===== src/rtl/sram_ctrl_if_gen_if.sv =====
// Host-side request/acknowledge bundle between the AHB-Lite slave front end
// and the SRAM control interface.
interface sram_ctrl_if_gen_if #(
   parameter int DATA_WIDTH = 32,
   parameter int ADDR_WIDTH = 19
);
   logic                  req;
   logic                  write;
   logic [2:0]            size;
   logic [ADDR_WIDTH-1:0] addr;
   logic [DATA_WIDTH-1:0] wdata;
   logic                  ack;
   logic                  err;
   logic [DATA_WIDTH-1:0] rdata;
   logic                  busy;

   modport master (
      output req, write, size, addr, wdata,
      input  ack, err, rdata, busy
   );

   modport slave (
      input  req, write, size, addr, wdata,
      output ack, err, rdata, busy
   );
endinterface


===== src/rtl/sram_ctrl_if_gen.sv =====
// Turns single req/ack transactions into byte-enabled LSRAM/uSRAM strobes,
// with configurable read latency and optional sub-word read lane alignment.
module sram_ctrl_if_gen #(
   parameter int DATA_WIDTH = 32,
   parameter int ADDR_WIDTH = 19,
   parameter int RD_LATENCY = 1,
   parameter int RD_ALIGN   = 0
) (
   input  logic                                        HCLK,
   input  logic                                        HRESET,
   sram_ctrl_if_gen_if.slave                           bus,
   input  logic                                        mem_busy,
   output logic                                        mem_ren,
   output logic                                        mem_wen,
   output logic [ADDR_WIDTH-$clog2(DATA_WIDTH/8)-1:0]  mem_addr,
   output logic [DATA_WIDTH/8-1:0]                     mem_byteen,
   output logic [DATA_WIDTH-1:0]                       mem_wdata,
   input  logic [DATA_WIDTH-1:0]                       mem_rdata
);
   localparam int NB = DATA_WIDTH / 8;
   localparam int LB = $clog2(NB);

   typedef enum logic [1:0] {ST_IDLE, ST_WR, ST_RD, ST_ERR} state_t;

   state_t                state_reg, state_next;
   logic [2:0]            cnt_reg, cnt_next;
   logic [DATA_WIDTH-1:0] rdata_reg;
   logic [LB-1:0]         rd_base_reg;
   logic [LB-1:0]         rd_mask_reg;

   logic [LB-1:0]         size_mask;
   logic [LB-1:0]         lane_base;
   logic                  size_ok;
   logic                  legal;
   logic                  issue_wr;
   logic                  issue_rd;
   logic                  capture;
   logic [DATA_WIDTH-1:0] rd_shift;
   logic [DATA_WIDTH-1:0] rd_aligned;
   logic [DATA_WIDTH-1:0] rd_fmt;

   // size_mask marks the address bits that must be zero for this transfer size
   genvar gi;
   generate
      for (gi = 0; gi < LB; gi++) begin : g_mask
         assign size_mask[gi] = ({29'd0, bus.size} > 32'(gi));
      end
   endgenerate

   assign size_ok   = ({29'd0, bus.size} <= 32'(LB));
   assign legal     = size_ok && ((bus.addr[LB-1:0] & size_mask) == '0);
   assign lane_base = bus.addr[LB-1:0] & ~size_mask;

   always_comb begin
      state_next = state_reg;
      cnt_next   = cnt_reg;
      issue_wr   = 1'b0;
      issue_rd   = 1'b0;
      capture    = 1'b0;
      case (state_reg)
         ST_IDLE: begin
            if (bus.req) begin
               if (!legal) begin
                  state_next = ST_ERR;
               end else if (!mem_busy) begin
                  if (bus.write) begin
                     issue_wr   = 1'b1;
                     state_next = ST_WR;
                  end else begin
                     issue_rd   = 1'b1;
                     cnt_next   = 3'(RD_LATENCY);
                     state_next = ST_RD;
                  end
               end
            end
         end
         ST_WR, ST_ERR: state_next = ST_IDLE;
         ST_RD: begin
            // counter==0 inside RD is the acknowledge substate
            if (cnt_reg == 3'd0) begin
               state_next = ST_IDLE;
            end else begin
               cnt_next = cnt_reg - 3'd1;
               capture  = (cnt_reg == 3'd1);
            end
         end
         default: state_next = ST_IDLE;
      endcase
   end

   always_ff @(posedge HCLK) begin
      if (HRESET) begin
         state_reg   <= ST_IDLE;
         cnt_reg     <= 3'd0;
         rdata_reg   <= '0;
         rd_base_reg <= '0;
         rd_mask_reg <= '0;
      end else begin
         state_reg <= state_next;
         cnt_reg   <= cnt_next;
         if (issue_rd) begin
            rd_base_reg <= lane_base;
            rd_mask_reg <= size_mask;
         end
         if (capture) begin
            rdata_reg <= rd_fmt;
         end
      end
   end

   assign rd_shift = mem_rdata >> {rd_base_reg, 3'b000};

   generate
      for (gi = 0; gi < NB; gi++) begin : g_lanes
         assign mem_byteen[gi] = mem_wen && ((LB'(gi) & ~size_mask) == lane_base);
         assign rd_aligned[8*gi +: 8] =
            ((LB'(gi) & ~rd_mask_reg) == '0) ? rd_shift[8*gi +: 8] : 8'h00;
      end
   endgenerate

   assign rd_fmt = (RD_ALIGN != 0) ? rd_aligned : mem_rdata;

   // strobes and ack are held off while reset is asserted so an aborted
   // transaction never completes
   assign mem_wen   = issue_wr && !HRESET;
   assign mem_ren   = issue_rd && !HRESET;
   assign mem_addr  = bus.addr[ADDR_WIDTH-1:LB];
   assign mem_wdata = bus.wdata;

   assign bus.ack   = !HRESET && ((state_reg == ST_WR) || (state_reg == ST_ERR) ||
                                  ((state_reg == ST_RD) && (cnt_reg == 3'd0)));
   assign bus.err   = !HRESET && (state_reg == ST_ERR);
   assign bus.rdata = rdata_reg;
   assign bus.busy  = (state_reg != ST_IDLE);
endmodule


===== src/flat_wrapper.sv =====
// flat-port wrapper written by rule: the top's interface ports become plain ports
module sram_ctrl_if_gen_flat 
#(
   parameter int DATA_WIDTH = 32,
   parameter int ADDR_WIDTH = 19,
   parameter int RD_LATENCY = 1,
   parameter int RD_ALIGN   = 0
)
  (HCLK, HRESET, mem_busy, mem_ren, mem_wen, mem_addr, mem_byteen, mem_wdata, mem_rdata, bus_req, bus_write, bus_size, bus_addr, bus_wdata, bus_ack, bus_err, bus_rdata, bus_busy);
  sram_ctrl_if_gen_if #(.DATA_WIDTH(DATA_WIDTH), .ADDR_WIDTH(ADDR_WIDTH)) bus_i ();
  input  logic HCLK;
  input  logic HRESET;
  input  logic mem_busy;
  output logic mem_ren;
  output logic mem_wen;
  output logic [ADDR_WIDTH-$clog2(DATA_WIDTH/8)-1:0] mem_addr;
  output logic [DATA_WIDTH/8-1:0] mem_byteen;
  output logic [DATA_WIDTH-1:0] mem_wdata;
  input  logic [DATA_WIDTH-1:0] mem_rdata;
  input wire logic [$bits(bus_i.req)-1:0] bus_req;
  input wire logic [$bits(bus_i.write)-1:0] bus_write;
  input wire logic [$bits(bus_i.size)-1:0] bus_size;
  input wire logic [$bits(bus_i.addr)-1:0] bus_addr;
  input wire logic [$bits(bus_i.wdata)-1:0] bus_wdata;
  output wire logic [$bits(bus_i.ack)-1:0] bus_ack;
  output wire logic [$bits(bus_i.err)-1:0] bus_err;
  output wire logic [$bits(bus_i.rdata)-1:0] bus_rdata;
  output wire logic [$bits(bus_i.busy)-1:0] bus_busy;
  assign bus_i.req = bus_req;
  assign bus_i.write = bus_write;
  assign bus_i.size = bus_size;
  assign bus_i.addr = bus_addr;
  assign bus_i.wdata = bus_wdata;
  assign bus_ack = bus_i.ack;
  assign bus_err = bus_i.err;
  assign bus_rdata = bus_i.rdata;
  assign bus_busy = bus_i.busy;
  sram_ctrl_if_gen #(.DATA_WIDTH(DATA_WIDTH), .ADDR_WIDTH(ADDR_WIDTH), .RD_LATENCY(RD_LATENCY), .RD_ALIGN(RD_ALIGN)) u_core (.HCLK(HCLK), .HRESET(HRESET), .bus(bus_i), .mem_busy(mem_busy), .mem_ren(mem_ren), .mem_wen(mem_wen), .mem_addr(mem_addr), .mem_byteen(mem_byteen), .mem_wdata(mem_wdata), .mem_rdata(mem_rdata));
endmodule

===== config.mk =====
export PLATFORM = sky130hd
export DESIGN_NAME = sram_ctrl_if_gen_flat
export DESIGN_NICKNAME = d
export VERILOG_FILES = /design/src/rtl/sram_ctrl_if_gen_if.sv /design/src/rtl/sram_ctrl_if_gen.sv /design/src/flat_wrapper.sv
export SDC_FILE = /design/constraint.sdc
export NUM_CORES = 1
export LEC_CHECK = 0
export ABC_AREA = 1
export ABC_CLOCK_PERIOD_IN_PS = 2400
export BUFFER_PORTS_ARGS = -buffer_cell sky130_fd_sc_hd__buf_2
export CAP_MARGIN = 20
export CORE_MARGIN = 4
export CORE_UTILIZATION = 25
export DETAILED_ROUTE_END_ITERATION = 10
export GPL_ROUTABILITY_DRIVEN = 0
export HOLD_SLACK_MARGIN = 0.1
export SLEW_MARGIN = 30
export SYNTH_ARGS = -nofsm -noshare
export SYNTH_HDL_FRONTEND = slang
export SYNTH_SLANG_ARGS = --single-unit
export TNS_END_PERCENT = 100

===== constraint.sdc =====
create_clock -name HCLK -period 2.4 [get_ports HCLK]
set_input_delay 0.12 -clock HCLK [delete_from_list [all_inputs] [get_ports HCLK]]
set_output_delay 0.12 -clock HCLK [all_outputs]
set_load 0.005 [all_outputs]

# Word-level counts from Yosys, hierarchy flattened
# Cells that the tools add are included.
[word_totals]
output_inout_bits = 90
input_bits = 91
elab_cells = 70
register_bits = 37
[op_classes]
mux = 24
n_addsub = 1
eq_ne = 14
n_lt_le_gt_ge = 3
bitwise_logic = 3
n_reduce_logical = 22
[op_table]
columns = ["op", "count"]
rows = [
  ["$mux W3", 5],
  ["$mux W1", 12],
  ["$logic_and A1 B1 Y1", 10],
  ["$mux W2", 5],
  ["$ne A2 B2 Y1 const B", 4],
  ["$gt A3 B1 Y1 const B", 2],
  ["$logic_not A2 Y1", 3],
  ["$pmux W2 S3", 1],
  ["$pmux W3 S2", 1],
  ["$reduce_and A6 Y1", 1],
  ["$and A2 B2 Y2", 2],
  ["$eq A2 B2 Y1", 2],
  ["$eq A2 B2 Y1 const B", 2],
  ["$ne A2 B1 Y1 const B", 2],
  ["$reduce_bool A2 Y1", 2],
  ["$eq A3 B1 Y1 const B", 1],
  ["$le A3 B2 Y1 const B", 1],
  ["$logic_not A3 Y1", 1],
  ["$ne A3 B3 Y1 const B", 1],
  ["$reduce_and A3 Y1", 1],
  ["$sub A3 B1 Y3 const B", 1],
  ["$eq A1 B2 Y1", 1],
  ["$eq A2 B1 Y1 const B", 1],
  ["$logic_or A1 B1 Y1", 2],
  ["other kinds (3)", 3],
]

# Depth between registers and ports, before layout
# Gate-level depths: netlist (run 1).
[logic_depth]
depth_word = 9
ltp_mapped = 9
ltp_nobuf = 9

# Worst setup path before layout (run 1)
# OpenSTA, ideal clock, no wires.
[synth_timing]
kind = "register -> register"
from = "register u_core.cnt_reg[0]"
to = "register u_core.rdata_reg[0] (netlist: u_core.bus.rdata[0])"
setup_ns = 0.116
path_stages_with_launch = 8
required_time_ns = 2.284
path_buffers = 1
period_less_slack_ns = 1.364
setup_slack_ns = 1.036
arrival_time_ns = 1.248
path_cell_list = "dfxtp_1 inv_1 ha_1 a21oi_4 nand3_4 clkbuf_2 o21ai_0 nor2_1"
[synth_via]
elab_chain_len = 3
elab_cells_between_ends = 4
cone_classes = "1 x eq/ne; 2 x mux; 1 x reduce/logical"
[synth_lines]
columns = ["item", "line_no", "source"]
rows = [
  ["start: declaration", "sram_ctrl_if_gen.sv:26", "logic [2:0] cnt_reg, cnt_next;"],
  ["start signal: assignment", "sram_ctrl_if_gen.sv:100", "cnt_reg <= cnt_next;"],
  ["$eq A3 B1 Y1 / $logic_not A3 Y1 (equally long branches)", "sram_ctrl_if_gen.sv:84, sram_ctrl_if_gen.sv:80", ""],
  ["$mux W1 *", "sram_ctrl_if_gen.sv:80", "if (cnt_reg == 3'd0) begin"],
  ["$mux W1 *", "sram_ctrl_if_gen.sv:60", "case (state_reg)"],
  ["end signal: assignment", "sram_ctrl_if_gen.sv:106", "rdata_reg <= rd_fmt;"],
  ["end: declaration", "sram_ctrl_if_gen.sv:27", "logic [DATA_WIDTH-1:0] rdata_reg;"],
]
# Every way passes the cells marked *; elsewhere a longest branch is shown, timed or not.
# A chain may end at the register's enable or synchronous reset.

# Worst setup path after layout (run 1)
[layout_timing]
from = "register u_core.cnt_reg[0]"
to = "register u_core.rdata_reg[4] (netlist: u_core.bus.rdata[4])"
# Same word-level chain as after synthesis.

==> results.ini, run 1 <==
[clock_tree]
cts-root-buf=clkbuf_8
cts_resized=0
numCtsBuffers=5
clock_path_buffers=2
htree_num_levels=2
cts_tree=yes
worstSkewPairLatency_ps=280
clock-sinks=37
path_clk_slew_ps=70

[logic_synthesis]
synth-edff-count=0
synth-seq-cells=37
synth_async_sr_flop_share_pct=0
netlist_top_cells_count=nor2_1 (83), buf_4 (49), dfxtp_1 (37)
synth_top_area_cell=dfxtp_1
yosysWarnings=0
syn_area_um2=1954
synthMostInstantiatedCell=nor2_1
synth_ff_type=dfxtp_1
syn_nets=362
synth.avg_cell_area_um2=7.292
synth_seq_area_share_pct=37.90
synthDistinctLibCells=24
synth.area.top_cells=dfxtp_1 (38%), buf_4 (19%), nor2_1 (16%), o21ai_0 (6.4%), nand2_1 (3.3%)
netlist.area_leader.share_pct=37.90
synthCells=268

[floorplan]
fp-row-count=31
fp.dieH_um=96.42
ios=181
start_util_pct=26.38
fp.dieW_um=96.42
core_um2=7408
die_area_um2=9296

[timing]
relSlewSlack_pct=69.98
clock_skew_ps=7.890
setup_viol=0
worst_pin_slew_ps=449.7
hold-worst-slack_ps=104.0
rsz0062_at_grt=false
fmax_mhz=536.7
tns_ps=0
min_period_ps=1863
finalMaxSlewViolations=0
fin_crit_sh_pct=77.64
hold_viol=0

[routing]
vias=1717
finalWirelength_mm=4.707
firstDrtPassIters=4
dr.first_iter.drc_count=29
routedWlPerCell_um=10.97
antenna_left=0
viasPerCell=4.002
drc_errors=0

[cells_and_area]
finish.instance_area_um2=2465
largest_reg_flops=32
n_antenna_cell=0
drive_gt1_share_pct=30.00
fin_util_pct=33.27
finalNetCount=423
syn_to_final_growth_pct=26.12

[grt]
grt_pass1_wl_mm=7.238
grt.total_usage_pct=9.932
antenna_found_initial=0
overflow=0
grt_max_degree=37
grt_pass1_vias=1647

[setup_path]
critical_path_class=reg -> reg
rr_worst_depth=7
arrival_ps=2080
timing.critical_path.from=u_core.cnt_reg[0]
end_kind=flop
r2r_start=u_core.cnt_reg[0]
crit_fanout=33
required_ps=2620
start_kind=flop

[power]
power_leakage_nw=1.188
ir_drop_mv=0.3289
power_density_nw_per_um2=769.0

[run]
drv_cap=0

[place]
place_hpwl_mm=3.295
dpl_cell_area_um2=2058
io_buffers=82

[status]
outcome=finished, final reports clean

[hold_path]
hp-class=in -> reg
worstHoldStart=mem_rdata[30]
hold_path_depth=3

through the flow:
stage	worst slack (ps)	instances	total power, mW
floorplan	1036	268	1.231
global placement	545.5	392	1.320
detailed placement	517.0	392	1.331
CTS	506.7	429	1.921
global route	315.8	429	2.042
finish	536.7	429	1.896
layout make-up:
cell class                      instances  area [um2]
Clock inverter                          1       30.03
Timing Repair Buffer                  112       708.2
Fill cell                             761        4943
Tap cell                               99       123.9
Multi-Input combinational cell        157       714.4
Sequential cell                        37       740.7
Clock buffer                            7       86.33
Inverter                               16       61.31
routing by layer:
layer  up-vias  global-route usage (%)  share of wire (%)
met3         7                   3.873                 10
met5         -                       0                  0
met4         0                   2.921               0.76
li1        908                       -                  -
met1       718                   11.47                 43
met2        84                   16.96                 46
power breakdown:
part / switching [mW] / internal, mW / leakage, nW
clock: 0.207 / 0.339 / 0.0585
combinational: 0.347 / 0.255 / 0.830
sequential: 0.0511 / 0.697 / 0.299
final timing paths:
check | endpoint | slack [ps]
worst max-delay path | u_core.bus.rdata[4] | 540
worst min-delay path | u_core.bus.rdata[30] | 100
worst max register to register | u_core.bus.rdata[4] | 540
worst min register to register | u_core.bus.rdata[13] | 480
placed cells by master, fill, tap and decap left out, types with 2 or more instances in the layout:
| master | Yosys | layout |
|---|---|---|
| nor2_1 | 83 | 83 |
| nor2_2 | 3 | 3 |
| nand3_1 | 7 | 7 |
| ha_1 | 3 | 3 |
| o21ai_0 | 25 | 25 |
| buf_2 | 0 | 82 |
| o21ai_1 | 9 | 9 |
| clkbuf_8 | 0 | 6 |
| inv_1 | 13 | 13 |
| nor3_1 | 2 | 2 |
| dfxtp_1 | 37 | 37 |
| dlygate4sd3_1 | 0 | 29 |
| nand2_1 | 17 | 17 |
| a21oi_1 | 3 | 3 |
kinds of logic after synthesis:
family | after synthesis | share of synthesized area, %
and+or+nand+nor | 116 | 24.33
adders and majority gates | 3 | 1.921
DFF | 37 | 37.90
buffers and inverters | 74 | 25.54
AOI/OAI and AO/OA | 38 | 10.31
critical path: stages (launching register included):
cell and delay [ps]:
dfxtp_1 360, inv_1 80, ha_1 240, a21oi_4 190, nand3_4 290, clkinv_2 450, nor2_1 80, nor2_1 110
repair_timing:
action	in CTS	in global routing
buffers inserted	0	0
hold buffers	29	0
endpoints found under the setup margin	0	0
hold endpoints to repair	29	0
(Power assumes the default switching activity.)
==> inputs of run 2 (changes only) <==
Settings changed: ABC_CLOCK_PERIOD_IN_PS 2400 to 1840.
Clock period 2.4 ns to 1.84 ns, I/O delays scaled along.
==> results.ini, run 2 (synthesis gave the netlist of run 1 again) <==
[power]
power_leakage_nw=1.209  ; +1.8%
ir_drop_mv=0.4171  ; +27%
power_density_nw_per_um2=986.9  ; +28%

[routing]
antenna_left=0  ; unchanged
dr.first_iter.drc_count=75  ; +160%
vias=1785  ; +4.0%
drc_errors=0  ; unchanged
firstDrtPassIters=4  ; unchanged
finalWirelength_mm=4.810  ; +2.2%
viasPerCell=4.103  ; +2.5%
routedWlPerCell_um=11.06  ; +0.78%

[hold_path]
hp-class=in -> out
worstHoldStart=bus_addr[7]

[setup_path]
end_kind=flop
critical_path_class=reg -> reg
r2r-end=u_core.bus.rdata[30]
required_ps=2060  ; -560 ps
arrival_ps=1810  ; -270 ps
crit_end=u_core.bus.rdata[30]
start_kind=flop
rr_worst_depth=7  ; unchanged
crit_fanout=32  ; -3.0%
r2r_start=u_core.cnt_reg[0]
rrSetupSlack_ps=250  ; -290 ps
timing.critical_path.from=u_core.cnt_reg[0]

[cells_and_area]
finish.instance_area_um2=2519  ; +2.2%
layout_common_cells=nor2_1 (83), buf_2 (82), dfxtp_1 (37)
fin_util_pct=34.00  ; +0.73 points
n_antenna_cell=0  ; unchanged
regArea_um2=740.7  ; unchanged
syn_to_final_growth_pct=28.87
finalNetCount=429  ; +1.4%
multi_input_area_um2=714.4  ; unchanged
largest_reg_flops=32  ; unchanged
drive_gt1_share_pct=30.36  ; +0.36 points
n_fill_cell=789  ; +3.7%
fin_cells=435  ; +1.4%
mostFrequentLayoutCell=nor2_1

[clock_tree]
cts_tree=yes
clock-sinks=37  ; unchanged
numCtsBuffers=5  ; unchanged
htree_num_levels=2  ; unchanged
worstSkewPairLatency_ps=290  ; about the same
clock_path_buffers=2  ; unchanged
path_clk_slew_ps=80  ; about the same
cts-root-buf=clkbuf_8

[timing]
finalMaxSlewViolations=0  ; unchanged
setup_viol=0  ; unchanged
fin_crit_sh_pct=86.65  ; +9.0 points
relSlewSlack_pct=71.15  ; +1.2 points
hold_viol=0  ; unchanged
fmax_mhz=627.2  ; +17%
worst_pin_slew_ps=432.2  ; -17.48 ps
tns_ps=0  ; unchanged
setup_ws_ps=245.6  ; -291.2 ps
min_period_ps=1594  ; -268.8 ps
clock_skew_ps=7.503  ; -0.3864 ps
rsz0062_at_grt=false

[place]
io_buffers=82  ; unchanged
pre_cts_ws_ps=221.7  ; -295.3 ps
placedCellCount=394  ; +0.51%
dpl_cell_area_um2=2073  ; +0.73%
place_hpwl_mm=3.379  ; +2.6%

[grt]
grt_max_degree=37  ; unchanged
use_met3_pct=4.415  ; +0.54 points
grt.total_usage_pct=10.30  ; +0.37 points
met1_usage_pct=11.70  ; +0.23 points
overflow=0  ; unchanged
grt_pass1_wl_mm=7.486  ; +3.4%
busiest_layer=met2
grt_pass1_vias=1658  ; +0.67%
gr-usage-met2_pct=17.25  ; +0.29 points
antenna_found_initial=0  ; unchanged

[run]
drv_cap=0  ; unchanged

[floorplan]
start_util_pct=26.38  ; unchanged
fp.dieH_um=96.42  ; unchanged
fp.dieW_um=96.42  ; unchanged
die_area_um2=9296  ; unchanged
ios=181  ; unchanged
core_um2=7408  ; unchanged
fp-row-count=31  ; unchanged

[status]
outcome=finished, final reports clean

[run 2: changes by cell type in the layout (fill, tap and decap cells not counted)]
cell,previous run,this run
buf_4,1,3
o21ai_0,25,24
clkinv_4,0,1
clkinvlp_4,0,1
dlygate4sd3_1,29,33
clkbuf_1,1,0
o21ai_1,9,10
clkbuf_8,6,5
[run 2: critical path, cell delays in order, from the launching register on]
cell	delay (ps)
dfxtp_1	360
inv_1	80
ha_1	240
a21oi_4	190
nand3_4	120
clkinv_2	330
nor2_1	70
nor2_1	120
[run 2: layer usage]
layer  routed length [um]  share of wire [%]
met4                   46               0.96
met2                 2223                 46
met5                    0                  0
met3                  527                 11
met1                 2013                 42
[run 2: how the worst min path moves through the flow]
stage,endpoint,slack [ps],depth (start not counted)
finish,mem_addr[5],180,0
global route,mem_wdata[2],180,0
CTS,mem_addr[0],180,0
detailed placement,mem_addr[0],180,0
global placement,mem_addr[0],180,0
floorplan,u_core.state_reg[0],170,1
[run 2: timing repair]
item                       CTS  global route
setup endpoints to repair    0             1
hold endpoints to repair    33             0
buffers inserted             0             0
hold buffers                33             0
resized for setup            0             1
[run 2: cell type report]
class	instances	share of cell area [%]
clock buffers	5	2.732
clock inverters	3	1.838
inverters	16	2.434
multi-input cells	157	28.37
flip-flops and latches	37	29.41
well taps	99	4.918
repair buffers	118	30.30
[run 2: metrics by stage]
stage / hold WS [ps] / total power, mW
CTS: 184.0 / 2.525
finish: 184.0 / 2.486
detailed placement: 184.0 / 1.745
global route: 184.0 / 2.695
global placement: 184.0 / 1.727
floorplan: 170.9 / 1.606
[run 2: report_power, final]
part	internal, mW	switching (mW)	leakage [nW]
combinational	0.344	0.455	0.855
sequential	0.908	0.0667	0.299
clock	0.406	0.305	0.0543
==> inputs of run 3 (changes only) <==
Settings changed: ABC_CLOCK_PERIOD_IN_PS 1840 to 1800.
Clock period 1.84 ns to 1.8 ns, I/O delays scaled along.
==> results.ini, run 3 (synthesis gave the netlist of run 1 again) <==
[status]
outcome=finished, final reports clean

[setup_path]
cpMostUsedCell=nor2_1
required_ps=2020  ; -40 ps
start_kind=flop
arrival_ps=1850  ; +40 ps
max_stage_delay_ps=370  ; about the same
end_kind=flop
crit_fanout=32  ; unchanged
critPathSlowestCell=dfxtp_1
path_cells=inv_1 > ha_1 > a21oi_4 > nand3_4 > clkinv_2 > nor2_1 > nor2_1
critical_path_class=reg -> reg

[floorplan]
core_um2=7408  ; unchanged
fp.dieW_um=96.42  ; unchanged
start_util_pct=26.38  ; unchanged
die_area_um2=9296  ; unchanged
fp-row-count=31  ; unchanged
ios=181  ; unchanged
fp.dieH_um=96.42  ; unchanged

[routing]
vias=1785  ; unchanged
antenna_left=0  ; unchanged
dr.first_iter.drc_count=38  ; -49%
drc_errors=0  ; unchanged
routedWlPerCell_um=11.34  ; +2.5%
finalWirelength_mm=4.921  ; +2.3%
viasPerCell=4.113  ; +0.23%
firstDrtPassIters=4  ; unchanged

[clock_tree]
worstSkewPairLatency_ps=280  ; about the same
path_clk_slew_ps=70  ; about the same
clock_path_buffers=2  ; unchanged
cts_setup_buffers=0  ; unchanged
cts_tree=yes
numCtsBuffers=5  ; unchanged
cts-root-buf=clkbuf_8
clock-sinks=37  ; unchanged
htree_num_levels=2  ; unchanged

[timing]
hold-worst-slack_ps=180.0  ; -4.000 ps
rsz0062_at_grt=false
finalMaxSlewViolations=0  ; unchanged
relSlewSlack_pct=71.25  ; +0.10 points
setup_viol=0  ; unchanged
worst_pin_slew_ps=430.7  ; -1.540 ps
hold_viol=0  ; unchanged
fmax_mhz=613.6  ; -2.2%
min_period_ps=1630  ; +35.31 ps
tns_ps=0  ; unchanged
fin_crit_sh_pct=90.54  ; +3.9 points
clock_skew_ps=8.637  ; +1.134 ps

[power]
power_leakage_nw=1.208  ; about the same
power_density_nw_per_um2=997.5  ; +1.1%
total_power_mw=2.501  ; +0.62%
ir_drop_mv=0.3256  ; -22%

[place]
io_buffers=82  ; unchanged
place_hpwl_mm=3.370  ; -0.26%

[cells_and_area]
layout_common_cells=nor2_1 (83), buf_2 (82), dfxtp_1 (37)
syn_to_final_growth_pct=28.30
drive_gt1_share_pct=30.15  ; -0.21 points
finalNetCount=429  ; unchanged
n_antenna_cell=0  ; unchanged
mostFrequentLayoutCell=nor2_1
largest_reg_flops=32  ; unchanged

[grt]
grt_pass1_wl_mm=7.803  ; +4.2%
grt.total_usage_pct=10.69  ; +0.39 points
overflow=0  ; unchanged
grt_pass1_vias=1799  ; +8.5%
antenna_found_initial=0  ; unchanged
grt_max_degree=37  ; unchanged

[run]
drv_cap=0  ; unchanged

[hold_path]
hp-class=in -> out

[run 3: cell count changes in the layout (fill, tap and decap cells not counted)]
cell	before	now
clkinvlp_4	1	0
clkinv_4	1	0
clkinv_2	1	2
[run 3: layer usage]
metal | vias up | routed length [um] | track usage (%) | part of all wire [%]
li1 | 916 | - | - | -
met1 | 778 | 1937 | 11.17 | 39
met2 | 84 | 2422 | 19.09 | 49
met3 | 7 | 521 | 4.648 | 11
met4 | 0 | 39 | 3.621 | 0.79
met5 | - | 0 | 0 | 0
[run 3: where the power goes]
group / switching, mW / internal (mW) / total, mW
Sequential: 0.0691 / 0.929 / 0.998
Clock: 0.282 / 0.403 / 0.685
Combinational: 0.467 / 0.351 / 0.818
[run 3: worst paths after layout]
path                       start                   to  slack, ps  cells past startpoint
max            u_core.cnt_reg[0]  u_core.bus.rdata[8]        170                      7
min                bus_wdata[14]        mem_wdata[14]        180                      0
max reg2reg    u_core.cnt_reg[0]  u_core.bus.rdata[8]        170                      7
min reg2reg  u_core.bus.rdata[6]  u_core.bus.rdata[6]        480                      2
[run 3: repair_timing]
action	4_1_cts	5_1_grt
hold buffers	33	0
setup endpoints to repair	0	1
gates resized for setup	0	1
endpoints found under the hold margin	33	0
[run 3: metrics by stage]
stage / util [%] / cell area, um2 / instances / setup WS [ps]
floorplan: - / 1954 / 268 / 436.0
global placement: 27.99 / 2073 / 394 / 264.7
detailed placement: 27.99 / 2073 / 394 / 188.6
CTS: 33.85 / 2507 / 434 / 153.3
global route: 33.85 / 2507 / 434 / 13.78
finish: 33.85 / 2507 / 434 / 170.2
[run 3: area by class of cell]
type                       instances  area [um2]
multi-input combinational        157       714.4
clock inverter                     2       35.03
clock buffer                       5       68.82
inverter                          16       61.31
timing repair buffer             118       763.2
fill                             798        4901
tap                               99       123.9
sequential                        37       740.7
[run 3: worst max-delay path, delay by kind of cell (launching register included)]
family / cells / cell delay (ps)
adders and majority gates: 1 / 240
buffers and inverters: 2 / 430
DFF: 1 / 370
and+or+nand+nor: 3 / 330
AOI/OAI and AO/OA: 1 / 190
